==> src/rtl/pipe_magnitude_comparator.sv <==
// Pipelined N-bit magnitude comparator, CHUNK bits per stage, MS slice first, signed/unsigned per compare.
// Latency: STAGES = N/CHUNK cycles from input transfer to out_valid; one result per cycle sustained.
// Backpressure: elastic valid/ready chain; in_ready is combinational from out_ready, stalled stages hold.
module pipe_magnitude_comparator #(
    parameter int N     = 16,
    parameter int CHUNK = 4,
    parameter int TAG_W = 4
) (
    input  logic             clk,
    input  logic             rst,
    input  logic             in_valid,
    output logic             in_ready,
    input  logic [N-1:0]     X,
    input  logic [N-1:0]     Y,
    input  logic             is_signed,
    input  logic [TAG_W-1:0] tag_in,
    output logic             out_valid,
    input  logic             out_ready,
    output logic             Less,
    output logic             More,
    output logic             Equal,
    output logic [TAG_W-1:0] tag_out
);

    localparam int STAGES = N / CHUNK;
    localparam int LAST   = STAGES - 1;

    logic [STAGES-1:0] vld, dec, lt;
    logic [TAG_W-1:0]  tag [STAGES];
    logic [N-1:0]      xr  [STAGES];
    logic [N-1:0]      yr  [STAGES];
    logic              seen;

    logic [STAGES-1:0] adv, load;
    logic [STAGES-1:0] src_vld, src_dec, src_lt, nxt_dec, nxt_lt;
    logic [TAG_W-1:0]  src_tag [STAGES];
    logic [N-1:0]      src_x   [STAGES];
    logic [N-1:0]      src_y   [STAGES];
    logic [CHUNK-1:0]  xs, ys;
    logic              unused_ops;

    // Ready ripples back from the output: a stage loads when empty or when it is moving on.
    always_comb begin
        adv       = '0;
        load      = '0;
        adv[LAST]  = vld[LAST] && out_ready;
        load[LAST] = !vld[LAST] || adv[LAST];
        for (int k = STAGES - 2; k >= 0; k--) begin
            adv[k]  = vld[k] && load[k+1];
            load[k] = !vld[k] || adv[k];
        end
    end

    assign in_ready = load[0];

    always_comb begin
        src_vld    = '0;
        src_dec    = '0;
        src_lt     = '0;
        src_vld[0] = in_valid;
        src_tag[0] = tag_in;
        src_x[0]   = X;
        src_y[0]   = Y;
        // Flipping the sign bits turns a two's-complement compare into an unsigned one.
        src_x[0][N-1] = X[N-1] ^ is_signed;
        src_y[0][N-1] = Y[N-1] ^ is_signed;
        for (int k = 1; k < STAGES; k++) begin
            src_vld[k] = vld[k-1];
            src_dec[k] = dec[k-1];
            src_lt[k]  = lt[k-1];
            src_tag[k] = tag[k-1];
            src_x[k]   = xr[k-1];
            src_y[k]   = yr[k-1];
        end
        nxt_dec = src_dec;
        nxt_lt  = src_lt;
        xs      = '0;
        ys      = '0;
        for (int k = 0; k < STAGES; k++) begin
            xs = src_x[k][N-1-k*CHUNK -: CHUNK];
            ys = src_y[k][N-1-k*CHUNK -: CHUNK];
            if (!src_dec[k] && (xs != ys)) begin
                nxt_dec[k] = 1'b1;
                nxt_lt[k]  = (xs < ys);
            end
        end
    end

    always_ff @(posedge clk or posedge rst) begin
        if (rst) begin
            vld  <= '0;
            dec  <= '0;
            lt   <= '0;
            seen <= 1'b0;
            for (int k = 0; k < STAGES; k++) begin
                tag[k] <= '0;
                xr[k]  <= '0;
                yr[k]  <= '0;
            end
        end else begin
            for (int k = 0; k < STAGES; k++) begin
                if (load[k]) begin
                    vld[k] <= src_vld[k];
                end
                // Payload only moves with valid data so an idle output keeps its last result.
                if (load[k] && src_vld[k]) begin
                    dec[k] <= nxt_dec[k];
                    lt[k]  <= nxt_lt[k];
                    tag[k] <= src_tag[k];
                    xr[k]  <= src_x[k];
                    yr[k]  <= src_y[k];
                end
            end
            if (load[LAST] && src_vld[LAST]) begin
                seen <= 1'b1;
            end
        end
    end

    // Already-compared operand bits are carried but never read again.
    always_comb begin
        unused_ops = 1'b0;
        for (int k = 0; k < STAGES; k++) begin
            unused_ops = unused_ops ^ (^xr[k]) ^ (^yr[k]);
        end
    end

    assign out_valid = vld[LAST];
    assign Less      = dec[LAST] & lt[LAST];
    assign More      = dec[LAST] & ~lt[LAST];
    assign Equal     = seen & ~dec[LAST];
    assign tag_out   = tag[LAST];

endmodule

==> config.mk <==
export PLATFORM = sky130hd
export DESIGN_NAME = pipe_magnitude_comparator
export DESIGN_NICKNAME = d
export VERILOG_FILES = /design/src/rtl/pipe_magnitude_comparator.sv
export SDC_FILE = /design/constraint.sdc
export NUM_CORES = 1
export LEC_CHECK = 0
export CORE_MARGIN = 10
export CORE_UTILIZATION = 57
export CTS_CLUSTER_DIAMETER = 40
export DETAILED_ROUTE_END_ITERATION = 6
export DONT_BUFFER_PORTS = 1
export PLACE_DENSITY = 0.81
export SLEW_MARGIN = 40
export SYNTH_ARGS = -nofsm -noshare
export SYNTH_HDL_FRONTEND = slang
export SYNTH_SLANG_ARGS = --single-unit
==> constraint.sdc <==
create_clock -name clk -period 6.4 [get_ports clk]
set_input_delay 1.92 -clock clk [delete_from_list [all_inputs] [get_ports clk]]
set_output_delay 1.92 -clock clk [all_outputs]
set_load 0.05 [all_outputs]
==> results_dict.tcl, run 1 <==
set metrics [dict create \
    synth.net_count 299 \
    dr.pass1.iters 4 \
    cts_resized 0 \
    hp-class "reg2reg" \
    start_util_pct 59.95 \
    wl_per_cell_um 16.41 \
    ys_async_sr_fraction_pct 100.0 \
    layout.cells.non_filler 327 \
    antenna_found_initial 0 \
    synth-seq-cells 77 \
    fin_crit_ns 4.501 \
    crit_path_max_incr_delay_ns 0.47 \
    fp-row-count 27 \
    dieArea_mm2 0.009370 \
    grt_usage_pct 11.43 \
    outcome "completed" \
    grt_pass1_vias 1849 \
    irDropWorstVdd_mv 0.2180 \
    n_antenna_cell 0 \
    synthFlopType "dfrtp_1" \
    syn_area_mm2 0.003362 \
    numClockSinks 77 \
    tightestPinTransition_ns 0.6651 \
    synth-seq-area-share_pct 57.31 \
    critPathMaxFanout 4 \
    drv_cap 0 \
    critical_path_required_ns 4.48 \
    ant_nets 0 \
    area_delta_synth_final_pct 10.05 \
    critical_path_class "in2out" \
    hold_viol 0 \
    max_freq_ghz 0.2222 \
    path_buf_inv 0 \
    numCtsBuffers 9 \
    period_share_pct 70.33 \
    fin_skew_ns 0.007805 \
    synth_edf_count 0 \
    grt_max_degree 78 \
    dp.cells 311 \
    cts_max_level 3 \
    coreArea_mm2 0.005608 \
    yosys_warnings 0 \
    insertion_delay_ns 0.34 \
    synth_cells 242 \
    worstPathCellList "nand4b_4, or2_2" \
    routed_wl_um 5365 \
    postLayoutCoreUtil_pct 65.98 \
    path_clk_slew_ns 0.08 \
    cts_setup_buffers 0 \
    p_total_w 0.001524 \
    die_h_um 96.80 \
    drc_errors 0 \
    crit_path_end_kind "primary output" \
    gp_congestion 0.7007 \
    cts-root-buf "clkbuf_8" \
    io_buffer_count 0 \
    grt_overflow 0 \
    power.density_mw_per_mm2 411.8 \
    io_pins 50 \
    critPathLaunchType "input pin" \
    dp_hpwl_um 3858 \
    drt_iter0_drc 59 \
    worstPathArrival_ns 2.58 \
    avgSynthCellArea_um2 13.89 \
    die_w_um 96.80 \
    rsz0062_at_grt "false" \
    drv_slew 0 \
    grt_pass1_wl_um 8749 \
    max_slew_margin_pct 55.66 \
    drive_gt1_share_pct 32.94 \
    fin_setup_tns_ns 0 \
    num-nets-final 307 \
    slowest_stage "or2_2" \
    setup_viol 0 \
    synthDistinctLibCells 31 \
    p_leak_nw 1.658 \
    crit_family "simple AND/OR/NAND/NOR gates" \
    viasPerCell 5.544 \
    num_vias 1813 \
    ctsHoldBuffers 0 \
    clockBufferDepth 2 \
    cts_tree "done" \
]
## layout make-up
type	count	area [µm²]
multi-input cells	140	1313
fillers	427	1908
flip-flops and latches	77	1927
clock buffers	10	127.6
well taps	72	90.09
repair buffers	3	37.54
clock inverters	6	133.9
inverters	19	71.32
## where the power goes
| group | internal [W] | total (W) | switching, W |
|---|---|---|---|
| registers | 0.000613 | 0.000734 | 0.000121 |
| logic | 0.000163 | 0.000316 | 0.000153 |
| clock network | 0.000299 | 0.000474 | 0.000174 |
## flip-flops by register name, summed over array words and instances (netlist names)
signal   cells
dec          4
seen         1
src_y       24
lt           4
src_x       24
src_tag     12
vld          4
tag_out      4
## stage by stage
step | cell area (µm²) | setup slack, ns | hold WS (ns)
floorplan | 3362 | 1.928 | 0.4258
global placement | 3403 | 1.891 | 0.4428
global route | 3700 | 1.875 | 0.4888
detailed placement | 3438 | 1.891 | 0.4502
CTS | 3700 | 1.889 | 0.4697
finish | 3700 | 1.899 | 0.4638
## layer usage
layer | vias to the layer above | wire [µm] | track usage, %
met2 | 32 | 2837 | 20.25
met1 | 904 | 2146 | 11.45
met5 | - | 0 | 0
met3 | 6 | 326 | 5.465
li1 | 871 | - | -
met4 | 0 | 55 | 3.720
## layout by cell type (no fill, tap or decap), drive strengths merged, types with 2 or more instances in the layout
cell type / n
a32oi: 2
clkbuf: 10
buf: 3
nand4: 3
nand3: 2
nand2b: 7
nor2b: 5
o211ai: 4
dfrtp: 77
nor2: 4
nand2: 11
ha: 16
bufinv: 4
a211oi: 2
o21ai: 8
inv: 20
nand4b: 2
mux2: 64
## worst paths after layout
check,end,from,slack [ns],cells past startpoint
max in group asynchronous,src_x[38],rst,4.32,2
setup / recovery,in_ready,out_ready,1.90,2
min in group asynchronous,src_x[35],rst,1.63,2
setup reg to reg,src_x[39],vld[3],4.23,5
hold / removal,seen,seen,0.46,1
hold reg to reg,seen,seen,0.46,1
## Yosys cell counts, types with 2 or more instances
master	number	area, µm²
a211oi_1	2	15.01
a32oi_1	2	17.52
buf_4	3	22.52
buf_6	3	33.78
dfrtp_1	77	1927
ha_1	16	200.2
inv_1	19	71.32
mux2_1	6	67.56
mux2_2	58	653.1
nand2_1	9	33.78
nand2_2	2	12.51
nand2b_1	7	43.79
nand3_1	2	10.01
nand4_1	3	18.77
nor2_1	4	15.01
nor2b_1	5	31.28
o211ai_1	4	30.03
o21ai_0	7	35.03
## cell families (layout without fill, tap and decap cells)
logic type	count (synthesis)	count (layout)	synth area share (%)
multiplexers	64	64	21.44
buffers and inverters	25	38	3.796
flip-flops	77	77	57.31
AO/OA/AOI/OAI	21	21	4.503
XOR/XNOR	2	2	0.5211
AND/OR/NAND/NOR	37	37	6.476
adder cells (fa/ha/maj)	16	16	5.955
Power figures use the tool's default switching activity.
==> inputs of run 2 (changes only) <==
--- a/config.mk
+++ b/config.mk
@@ -6,11 +6,11 @@
 export NUM_CORES = 1
 export LEC_CHECK = 0
 export CORE_MARGIN = 10
-export CORE_UTILIZATION = 57
+export CORE_UTILIZATION = 56
 export CTS_CLUSTER_DIAMETER = 40
 export DETAILED_ROUTE_END_ITERATION = 6
 export DONT_BUFFER_PORTS = 1
-export PLACE_DENSITY = 0.81
+export PLACE_DENSITY = 0.83
 export SLEW_MARGIN = 40
 export SYNTH_ARGS = -nofsm -noshare
 export SYNTH_HDL_FRONTEND = slang
==> constraint.sdc (replaced) <==
create_clock -name clk -period 4 [get_ports clk]
set_input_delay 1.2 -clock clk [delete_from_list [all_inputs] [get_ports clk]]
set_output_delay 1.2 -clock clk [all_outputs]
set_load 0.05 [all_outputs]
==> run 2 against run 1 <==
Effect of this change: cell area is 1.7% lower; register-to-register slack worse by 2.4 ns; sequential power is 59% higher; clock power is 20% higher; critical path type unchanged; largest cell class unchanged.
==> results_dict.tcl, run 2 (same netlist as run 1, synthesis figures left out) <==
set metrics [dict create \
    fillers 468 \
    critPathMaxFanout 4 \
    setup_viol 0 \
    slowest_stage "or2_2" \
    max_slew_margin_pct 60.33 \
    wl_per_cell_um 16.41 \
    worstPathCellList "nand4b_4, or2_2" \
    numClockSinks 77 \
    coreArea_mm2 0.005886 \
    irDropWorstVdd_mv 0.3225 \
    fin_crit_ns 3.075 \
    grt_pass1_vias 2020 \
    tightestPinTransition_ns 0.5950 \
    rrSetupSlack_ns 1.87 \
    grt_overflow 0 \
    mostFrequentLayoutCell "dfrtp_1" \
    topRoutingLayerUsed "met4" \
    grt_max_degree 35 \
    max_freq_ghz 0.3252 \
    hold_viol 0 \
    layout.cells.non_filler 328 \
    outcome "completed" \
    grt_pass1_wl_um 9225 \
    crit_path_end_kind "primary output" \
    rsz0062_at_grt "false" \
    drt_iter0_drc 85 \
    final_cell_mix "77 x dfrtp_1, 58 x mux2_2, 18 x inv_1, 16 x ha_1, 11 x clkbuf_8" \
    path_buf_inv 0 \
    critical_path_required_ns 2.80 \
    regArea_mm2 0.001927 \
    fp-row-count 28 \
    critPathLaunchType "input pin" \
    path_clk_slew_ns 0.07 \
    grt_usage_pct 11.86 \
    area_delta_synth_final_pct 8.150 \
    die_h_um 97.48 \
    die_w_um 97.48 \
    viasPerCell 5.506 \
    drt-met1-wl_um 2205 \
    hp-class "reg2reg" \
    cts_max_level 3 \
    ctsHoldBuffers 0 \
    drv_cap 0 \
    io_pins 50 \
    drv_slew 0 \
    routed_wl_um 5383 \
    wl_met3_um 232 \
    insertion_delay_ns 0.34 \
    critical_path_class "in2out" \
    p_total_w 0.002241 \
    antenna_found_initial 1 \
    numCtsBuffers 9 \
    drc_errors 0 \
    cts_setup_buffers 0 \
    gp_congestion 0.7747 \
    worstPathArrival_ns 1.88 \
    period_share_pct 76.88 \
    cts_tree "done" \
    drive_gt1_share_pct 32.54 \
    ant_nets 0 \
    p_leak_nw 1.627 \
    dp.cells 314 \
    power.density_mw_per_mm2 616.5 \
    fin_skew_ns 0.005601 \
    cts-root-buf "clkbuf_8" \
    fin_setup_tns_ns 0 \
    dieArea_mm2 0.009502 \
    dp_hpwl_um 4048 \
    num_vias 1806 \
    num-nets-final 307 \
    crit_path_max_incr_delay_ns 0.47 \
    multiInputGateArea_mm2 0.001313 \
    dr.pass1.iters 4 \
    cts_resized 0 \
    start_util_pct 57.12 \
    clockBufferDepth 2 \
    crit_family "simple AND/OR/NAND/NOR gates" \
    io_buffer_count 0 \
    dr_wl_met2_um 2751 \
]
run 2: power by group:
part	leakage, nW	switching (W)	internal, W	total [W]
Clock	0.0971	0.000257	0.000311	0.000568
Combinational	0.640	0.000241	0.000261	0.000501
Sequential	0.891	0.000192	0.000981	0.00117
Total	1.63	0.000689	0.00155	0.00224
run 2: stage by stage:
stage / hold WS, ns / cell area [µm²] / worst slack, ns / util [%]
2_1_floorplan: 0.4258 / 3362 / 0.8333 / -
3_3_place_gp: 0.4436 / 3415 / 0.9315 / 58.01
3_5_place_dp: 0.4470 / 3447 / 0.9210 / 58.57
4_1_cts: 0.4697 / 3633 / 0.9191 / 61.73
5_1_grt: 0.4976 / 3636 / 0.9004 / 61.78
6_report: 0.4674 / 3636 / 0.9246 / 61.78
run 2: path summary, 6_finish.rpt:
path                       startpoint         to  cells past startpoint
min                              seen       seen                      1
max in group asynchronous         rst   src_x[2]                      2
min in group asynchronous         rst     dec[0]                      1
max                         out_ready   in_ready                      2
max reg2reg                    vld[3]  src_x[37]                      4
min reg2reg                      seen       seen                      1
run 2: routing by layer:
layer / GRT usage (%) / vias to the layer above
met5: 0 / -
met4: 8.501 / 0
met3: 3.414 / 12
met2: 19.72 / 30
met1: 12.58 / 904
li1: - / 860
run 2: cell type report:
class                   instances  share of cell area [%]
multi-input cells             140                   36.10
inverters                      19                   1.961
clock inverters                 2                  0.9635
diodes                          1                 0.06882
repair buffers                  3                   1.170
well taps                      75                   2.581
flip-flops and latches         77                   52.99
clock buffers                  11                   4.164
